==> src/rtl/conv_window_feeder.sv <==
// Window feeder for a convolution layer: buffers K rows of a raster activation
// stream and writes every complete KxK window into the CIM crossbar input registers.
module conv_window_feeder #(
    parameter  int img_width     = 8,
    parameter  int img_height    = 8,
    parameter  int kernel_size   = 3,
    parameter  int channels      = 16,
    parameter  int xbar_size     = 256,
    parameter  int datatype_size = 8,
    localparam int win_len       = kernel_size * kernel_size * channels,
    localparam int v_cim_tiles   = (win_len + xbar_size - 1) / xbar_size
) (
    input  logic                                           clk,
    input  logic                                           rst,
    input  logic                                           i_valid,
    input  logic [datatype_size-1:0]                       i_data,
    output logic                                           o_ready,
    input  logic                                           i_cim_busy,
    output logic                                           o_cim_we,
    output logic [$clog2(xbar_size)-1:0]                   o_cim_addr,
    output logic [v_cim_tiles-1:0][datatype_size-1:0]      o_cim_data,
    output logic                                           o_cim_start,
    output logic                                           o_busy,
    output logic                                           o_frame_done
);

    localparam int AW       = $clog2(xbar_size);
    localparam int XFER_LEN = (v_cim_tiles > 1) ? xbar_size : win_len;
    localparam int DEPTH    = kernel_size * img_width * channels;
    localparam int BAW      = (DEPTH > 1) ? $clog2(DEPTH) : 1;
    localparam int XW       = (img_width > 1) ? $clog2(img_width) : 1;
    localparam int YW       = (img_height > 1) ? $clog2(img_height) : 1;
    localparam int CW       = (channels > 1) ? $clog2(channels) : 1;
    localparam int SW       = (kernel_size > 1) ? $clog2(kernel_size) : 1;

    localparam logic [XW-1:0] X_LAST = XW'(img_width - 1);
    localparam logic [YW-1:0] Y_LAST = YW'(img_height - 1);
    localparam logic [CW-1:0] C_LAST = CW'(channels - 1);
    localparam logic [SW-1:0] S_LAST = SW'(kernel_size - 1);
    localparam logic [AW-1:0] A_LAST = AW'(XFER_LEN - 1);

    typedef enum logic [1:0] {
        FILL,
        WAIT,
        XFER,
        START
    } state_t;

    state_t state;

    logic [XW-1:0] px_x;
    logic [YW-1:0] px_y;
    logic [CW-1:0] px_c;
    logic [SW-1:0] wr_slot;
    logic [XW-1:0] win_x;
    logic [SW-1:0] win_slot;
    logic          win_last;

    logic [datatype_size-1:0] line_buf [DEPTH];

    logic                                      accept;
    logic                                      win_done;
    logic [BAW-1:0]                            wr_idx;
    logic [v_cim_tiles-1:0][datatype_size-1:0] rd_data;

    function automatic logic [BAW-1:0] buf_idx(input int unsigned slot, input int unsigned xpos,
                                               input int unsigned ch);
        return BAW'((slot * 32'(img_width) + xpos) * 32'(channels) + ch);
    endfunction

    assign accept   = (state == FILL) && o_ready && i_valid;
    assign win_done = accept && (px_c == C_LAST)
                      && (32'(px_x) >= 32'(kernel_size - 1))
                      && (32'(px_y) >= 32'(kernel_size - 1));
    assign wr_idx   = buf_idx(32'(wr_slot), 32'(px_x), 32'(px_c));

    always_ff @(posedge clk) begin
        if (accept && !rst) begin
            line_buf[wr_idx] <= i_data;
        end
    end

    // Data for the next write address. On the completing accept the window origin
    // is taken from the live counters, and the element being written is forwarded.
    always_comb begin
        int unsigned rd_a, base_x, base_slot, e, ky, kx, ch, row;
        logic [BAW-1:0] idx;
        rd_data   = '0;
        rd_a      = (state == XFER) ? 32'(o_cim_addr) + 32'd1 : 32'd0;
        base_x    = (state == FILL) ? 32'(px_x) - 32'(kernel_size - 1) : 32'(win_x);
        base_slot = (state == FILL) ? (32'(wr_slot) + 32'd1) % 32'(kernel_size) : 32'(win_slot);
        e         = 0;
        ky        = 0;
        kx        = 0;
        ch        = 0;
        row       = 0;
        idx       = '0;
        for (int unsigned t = 0; t < v_cim_tiles; t++) begin
            e = t * 32'(xbar_size) + rd_a;
            if (e < 32'(win_len)) begin
                ky  = e / 32'(kernel_size * channels);
                kx  = (e / 32'(channels)) % 32'(kernel_size);
                ch  = e % 32'(channels);
                row = (base_slot + ky) % 32'(kernel_size);
                idx = buf_idx(row, base_x + kx, ch);
                rd_data[t] = (accept && idx == wr_idx) ? i_data : line_buf[idx];
            end
        end
    end

    always_ff @(posedge clk) begin
        if (rst) begin
            state        <= FILL;
            o_ready      <= 1'b0;
            o_cim_we     <= 1'b0;
            o_cim_addr   <= '0;
            o_cim_data   <= '0;
            o_cim_start  <= 1'b0;
            o_busy       <= 1'b0;
            o_frame_done <= 1'b0;
            px_x         <= '0;
            px_y         <= '0;
            px_c         <= '0;
            wr_slot      <= '0;
            win_x        <= '0;
            win_slot     <= '0;
            win_last     <= 1'b0;
        end else begin
            case (state)
                FILL: begin
                    o_ready <= 1'b1;
                    if (accept) begin
                        // The last window completes on the last element of the frame,
                        // so the natural raster wrap already restarts at (0,0,0).
                        if (px_c == C_LAST) begin
                            px_c <= '0;
                            if (px_x == X_LAST) begin
                                px_x <= '0;
                                if (px_y == Y_LAST) begin
                                    px_y    <= '0;
                                    wr_slot <= '0;
                                end else begin
                                    px_y    <= px_y + 1'b1;
                                    wr_slot <= (wr_slot == S_LAST) ? '0 : wr_slot + 1'b1;
                                end
                            end else begin
                                px_x <= px_x + 1'b1;
                            end
                        end else begin
                            px_c <= px_c + 1'b1;
                        end
                        if (win_done) begin
                            win_x    <= XW'(32'(px_x) - 32'(kernel_size - 1));
                            win_slot <= SW'((32'(wr_slot) + 32'd1) % 32'(kernel_size));
                            win_last <= (px_x == X_LAST) && (px_y == Y_LAST);
                            o_ready  <= 1'b0;
                            o_busy   <= 1'b1;
                            if (i_cim_busy) begin
                                state <= WAIT;
                            end else begin
                                state      <= XFER;
                                o_cim_we   <= 1'b1;
                                o_cim_addr <= '0;
                                o_cim_data <= rd_data;
                            end
                        end
                    end
                end
                WAIT: begin
                    if (!i_cim_busy) begin
                        state      <= XFER;
                        o_cim_we   <= 1'b1;
                        o_cim_addr <= '0;
                        o_cim_data <= rd_data;
                    end
                end
                XFER: begin
                    if (o_cim_addr == A_LAST) begin
                        state        <= START;
                        o_cim_we     <= 1'b0;
                        o_cim_addr   <= '0;
                        o_cim_data   <= '0;
                        o_cim_start  <= 1'b1;
                        o_frame_done <= win_last;
                    end else begin
                        o_cim_addr <= o_cim_addr + 1'b1;
                        o_cim_data <= rd_data;
                    end
                end
                START: begin
                    state        <= FILL;
                    o_cim_start  <= 1'b0;
                    o_frame_done <= 1'b0;
                    o_busy       <= 1'b0;
                    o_ready      <= 1'b1;
                end
                default: state <= FILL;
            endcase
        end
    end

endmodule

==> config.mk <==
export PLATFORM = sky130hd
export DESIGN_NAME = conv_window_feeder
export DESIGN_NICKNAME = d
export VERILOG_FILES = /design/src/rtl/conv_window_feeder.sv
export SDC_FILE = /design/constraint.sdc
export NUM_CORES = 2
export LEC_CHECK = 0
export CAP_MARGIN = 20
export CORE_MARGIN = 2
export CORE_UTILIZATION = 56
export CTS_BUF_LIST = sky130_fd_sc_hd__clkbuf_4 sky130_fd_sc_hd__clkbuf_8 sky130_fd_sc_hd__clkbuf_16
export CTS_CLUSTER_SIZE = 28
export DETAILED_ROUTE_END_ITERATION = 10
export PLACE_DENSITY = 0.74
export SYNTH_ARGS = -nofsm -noshare
export SYNTH_HDL_FRONTEND = slang
export SYNTH_SLANG_ARGS = --single-unit
export TNS_END_PERCENT = 20
==> constraint.sdc <==
create_clock -name clk -period 8.95 [get_ports clk]
set_clock_uncertainty 0.15 [all_clocks]
set_input_delay 2.685 -clock clk [delete_from_list [all_inputs] [get_ports clk]]
set_output_delay 2.685 -clock clk [all_outputs]
set_load 0.02 [all_outputs]
==> flow_summary.rst <==
.. list-table::
   :header-rows: 1

   * - Metric
     - Value
   * - Result of the run
     - finished, final reports clean
   * - TritonCTS clock tree
     - yes
   * - Arrival time of the worst setup path
     - 9.26 ns
   * - Static leakage
     - 40.7 nW
   * - Total CTS buffers
     - 319
   * - Top-Level Pins
     - 33
   * - Final min period
     - 8.53 ns
   * - Routed Antenna Nets
     - 0
   * - Placed wire-length estimate after detailed placement
     - 194000 um
   * - GRT Residual Overflow
     - 0
   * - Required time of the critical path
     - 9.68 ns
   * - Least-Margin Pin Slew
     - 1.46 ns
   * - Chip Height
     - 472 um
   * - Count of input and output buffers
     - 32
   * - Most common cell type on the critical path
     - sky130_fd_sc_hd__inv_1
   * - Remaining max-slew budget at the tightest pin
     - 0.0234
   * - Post-synth EDFFs
     - 3072
   * - Overall via count from detail_route
     - 70.6k
   * - Number of instances in the synthesized netlist
     - 7155
   * - # setup viols final
     - 0
   * - CP startpoint kind
     - flip-flop
   * - Syn. warnings
     - 0
   * - Count of state elements after synthesis
     - 3113
   * - Number of global-route vias before repair
     - 67.5k
   * - Vias per cell
     - 6.95
   * - Final routed DRC violation total
     - 0
   * - Final routed wire length divided by cell count
     - 33.0 um
   * - Non-filler cells in the finished layout
     - 10.2k
   * - Average instance area after synthesis
     - 17.1 um^2
   * - Peak clock frequency supported by timing
     - 0.117 GHz
   * - CTS sink cnt
     - 3113
   * - Number of core rows
     - 171
   * - Placeable core region
     - 217000 um^2
   * - Main flop type after synthesis
     - sky130_fd_sc_hd__edfxtp_1
   * - Post-synthesis async set-or-reset flop share
     - 0
   * - Category of the critical setup timing path
     - flip-flop to flip-flop
   * - Worst reg-to-reg setup slack
     - 0.42 ns
   * - Register area share after synthesis
     - 0.760
   * - Total of max-cap violations
     - 0
   * - Global placement routability congestion
     - 0.957
   * - Syn Nets
     - 7214
   * - Cell Count Post-Placement
     - 9597
   * - Part of the cycle the worst path needs
     - 0.953
   * - Number of hold violations in the final report
     - 0
   * - First drt pass iteration count
     - 7
   * - Peak supply drop
     - 0.156 mV
   * - Ratio of cells with drive above 1 in the final layout
     - 0.152
   * - Worst setup slack after placement
     - -0.355 ns
   * - Combined area of all synthesized cells
     - 123000 um^2
   * - Global-route usage over all layers
     - 0.299
   * - Initial cell density of the core
     - 0.564
   * - Maximum cell stage delay along the critical path
     - 0.49 ns
   * - Number of DRC markers in iteration 0
     - 11.9k
   * - Nets
     - 7133
   * - Maximum count of clock buffers along a single path
     - 4
   * - Cell chosen for the clock root
     - sky130_fd_sc_hd__clkbuf_16
   * - CTS clk-pin slew, worst paths
     - 0.06 ns
   * - Area growth from synthesis to layout
     - 10.7%
   * - Critical Path Slowest Stage Cell
     - sky130_fd_sc_hd__fa_1
   * - Setup WS post-layout
     - 0.418 ns
   * - Overall die area
     - 223000 um^2
   * - Antenna violations before repair
     - 11
   * - Global-route wire length before repair
     - 483000 um
   * - X dimension of the die
     - 472 um
   * - Maximum fanout encountered on the critical timing path
     - 7
   * - Type of the worst min-delay path
     - flip-flop to flip-flop
   * - Sort of element at the end of the critical path
     - flip-flop
   * - Total power of the final layout
     - 28.8 mW
   * - Pin count of the biggest net entering global routing
     - 185
   * - Unrepaired setup endpoints after global routing
     - false
   * - Power per unit of standard cell area
     - 212 nW/um^2
   * - H-tree depth
     - 5
   * - Total wire length after detailed routing
     - 335000 um
   * - Insertion delay of the later-clocked pin in the worst-skew pair
     - 0.98 ns
   * - Count of unique library cells instantiated by Yosys
     - 80
   * - Count of final max-slew check failures
     - 0
[cell families (layout without fill, tap and decap cells)]
logic type / Yosys count / in the layout / share of synthesized area
adder cells (fa/ha/maj): 47 / 47 / 0.00498
buffers and inverters: 620 / 773 / 0.0202
other: 0 / 3 / 0
flip-flops: 3113 / 3113 / 0.760
multiplexers: 428 / 428 / 0.0758
AND/OR/NAND/NOR: 1517 / 1517 / 0.0564
XOR/XNOR: 36 / 36 / 0.00290
AO/OA/AOI/OAI: 1394 / 1394 / 0.0802
[report_power, final]
part | internal (mW) | total (mW) | leakage, nW | switching [mW]
Sequential | 16.0 | 16.0 | 27.9 | 0.00186
Clock | 7.10 | 12.5 | 4.82 | 5.39
Combinational | 0.0242 | 0.304 | 7.99 | 0.279
[Yosys cell counts (45+ instances only)]
cell type | number | area [um^2]
sky130_fd_sc_hd__edfxtp_1 | 3072 | 92200
sky130_fd_sc_hd__nor2_1 | 574 | 2150
sky130_fd_sc_hd__a21oi_1 | 417 | 2090
sky130_fd_sc_hd__clkbuf_1 | 395 | 1480
sky130_fd_sc_hd__mux4_2 | 392 | 8830
sky130_fd_sc_hd__nand3_1 | 287 | 1440
sky130_fd_sc_hd__a221oi_1 | 257 | 2250
sky130_fd_sc_hd__nand2_1 | 255 | 957
sky130_fd_sc_hd__a31oi_1 | 170 | 1060
sky130_fd_sc_hd__nor3_1 | 162 | 811
sky130_fd_sc_hd__o221ai_1 | 125 | 1090
sky130_fd_sc_hd__buf_2 | 97 | 485
sky130_fd_sc_hd__and3_1 | 90 | 563
sky130_fd_sc_hd__a22oi_1 | 86 | 646
sky130_fd_sc_hd__buf_1 | 81 | 304
sky130_fd_sc_hd__nand4_1 | 69 | 432
sky130_fd_sc_hd__a22o_1 | 67 | 587
sky130_fd_sc_hd__a32oi_1 | 65 | 569
sky130_fd_sc_hd__o21ai_0 | 52 | 260
sky130_fd_sc_hd__o31ai_1 | 45 | 338
[through the flow]
| step | util | setup TNS, ns | hold WS (ns) | area (um^2) |
|---|---|---|---|---|
| after floorplan | - | 0 | 0.282 | 123000 |
| after global placement | 0.578 | -1.96 | 0.293 | 126000 |
| after detailed placement | 0.578 | -1.85 | 0.300 | 126000 |
| after CTS | 0.623 | 0 | 0.309 | 135000 |
| after global routing | 0.624 | 0 | 0.338 | 136000 |
| final | 0.624 | 0 | 0.306 | 136000 |
[critical path, delay by kind of cell, from the launching register on]
kind	cells	cell delay, ns
buffers and inverters	7	0.74
and+or+nand+nor	11	1.99
DFF	1	0.33
adders and majority gates	7	1.85
AOI/OAI and AO/OA	12	2.31
xor gates and xnor gates	3	0.63
muxes	1	0.47
[area by class of cell]
cell class,instances,area [um^2]
Sequential cell,3113,93100
Timing Repair Buffer,177,1840
Fill cell,14663,81800
Clock inverter,170,1100
Clock buffer,385,8550
Inverter,41,154
Multi-Input combinational cell,3422,27300
Tap cell,2854,3570
Antenna cell,3,7.51
[path summary, 6_finish.rpt]
path | start | endpoint | depth (start not counted)
worst max-delay path | o_cim_addr[5] | o_cim_data[7] | 41
worst min-delay path | win_slot[1] | win_slot[1] | 2
worst max register to register | o_cim_addr[5] | o_cim_data[7] | 41
worst min register to register | win_slot[1] | win_slot[1] | 2
[sequential cells by signal, indices dropped and copies added (netlist names)]
| register | cells |
|---|---|
| o_cim_we | 1 |
| o_frame_done | 1 |
| win_slot | 2 |
| line_buf | 3072 |
| o_cim_addr | 8 |
| px_x | 3 |
| state | 2 |
| o_cim_data | 8 |
| px_y | 3 |
| win_last | 1 |
| o_busy | 1 |
| win_x | 3 |
| o_cim_start | 1 |
| o_ready | 1 |
| wr_slot | 2 |
| px_c | 4 |
[timing repair]
action,CTS,global route
hold buffers,0,0
resized for setup,5,14
cloned,0,1
pin swaps,0,4
setup buffers,0,5
endpoints found under the setup margin,7,8
[routing by layer]
metal,up-vias,wire [um],global-route usage
li1,28942,-,-
met1,35907,123000,0.421
met2,4997,149000,0.432
met3,777,47700,0.0974
met4,8,15700,0.126
met5,-,50,0
[layout by cell type, fill, tap and decap left out, types with 53 or more instances in the layout]
| master | instances |
|---|---|
| sky130_fd_sc_hd__nor3_1 | 161 |
| sky130_fd_sc_hd__clkinv_2 | 53 |
| sky130_fd_sc_hd__clkinv_1 | 87 |
| sky130_fd_sc_hd__a21oi_1 | 417 |
| sky130_fd_sc_hd__a22oi_1 | 86 |
| sky130_fd_sc_hd__nor2_1 | 567 |
| sky130_fd_sc_hd__a22o_1 | 67 |
| sky130_fd_sc_hd__nand3_1 | 279 |
| sky130_fd_sc_hd__a32oi_1 | 65 |
| sky130_fd_sc_hd__mux4_2 | 392 |
| sky130_fd_sc_hd__o221ai_1 | 125 |
| sky130_fd_sc_hd__a221oi_1 | 257 |
| sky130_fd_sc_hd__a31oi_1 | 170 |
| sky130_fd_sc_hd__nand2_1 | 246 |
| sky130_fd_sc_hd__nand4_1 | 69 |
| sky130_fd_sc_hd__edfxtp_1 | 3072 |
| sky130_fd_sc_hd__clkbuf_16 | 323 |
| sky130_fd_sc_hd__buf_4 | 111 |
| sky130_fd_sc_hd__and3_1 | 89 |
| sky130_fd_sc_hd__clkbuf_4 | 63 |
Power figures use the tool's default switching activity.
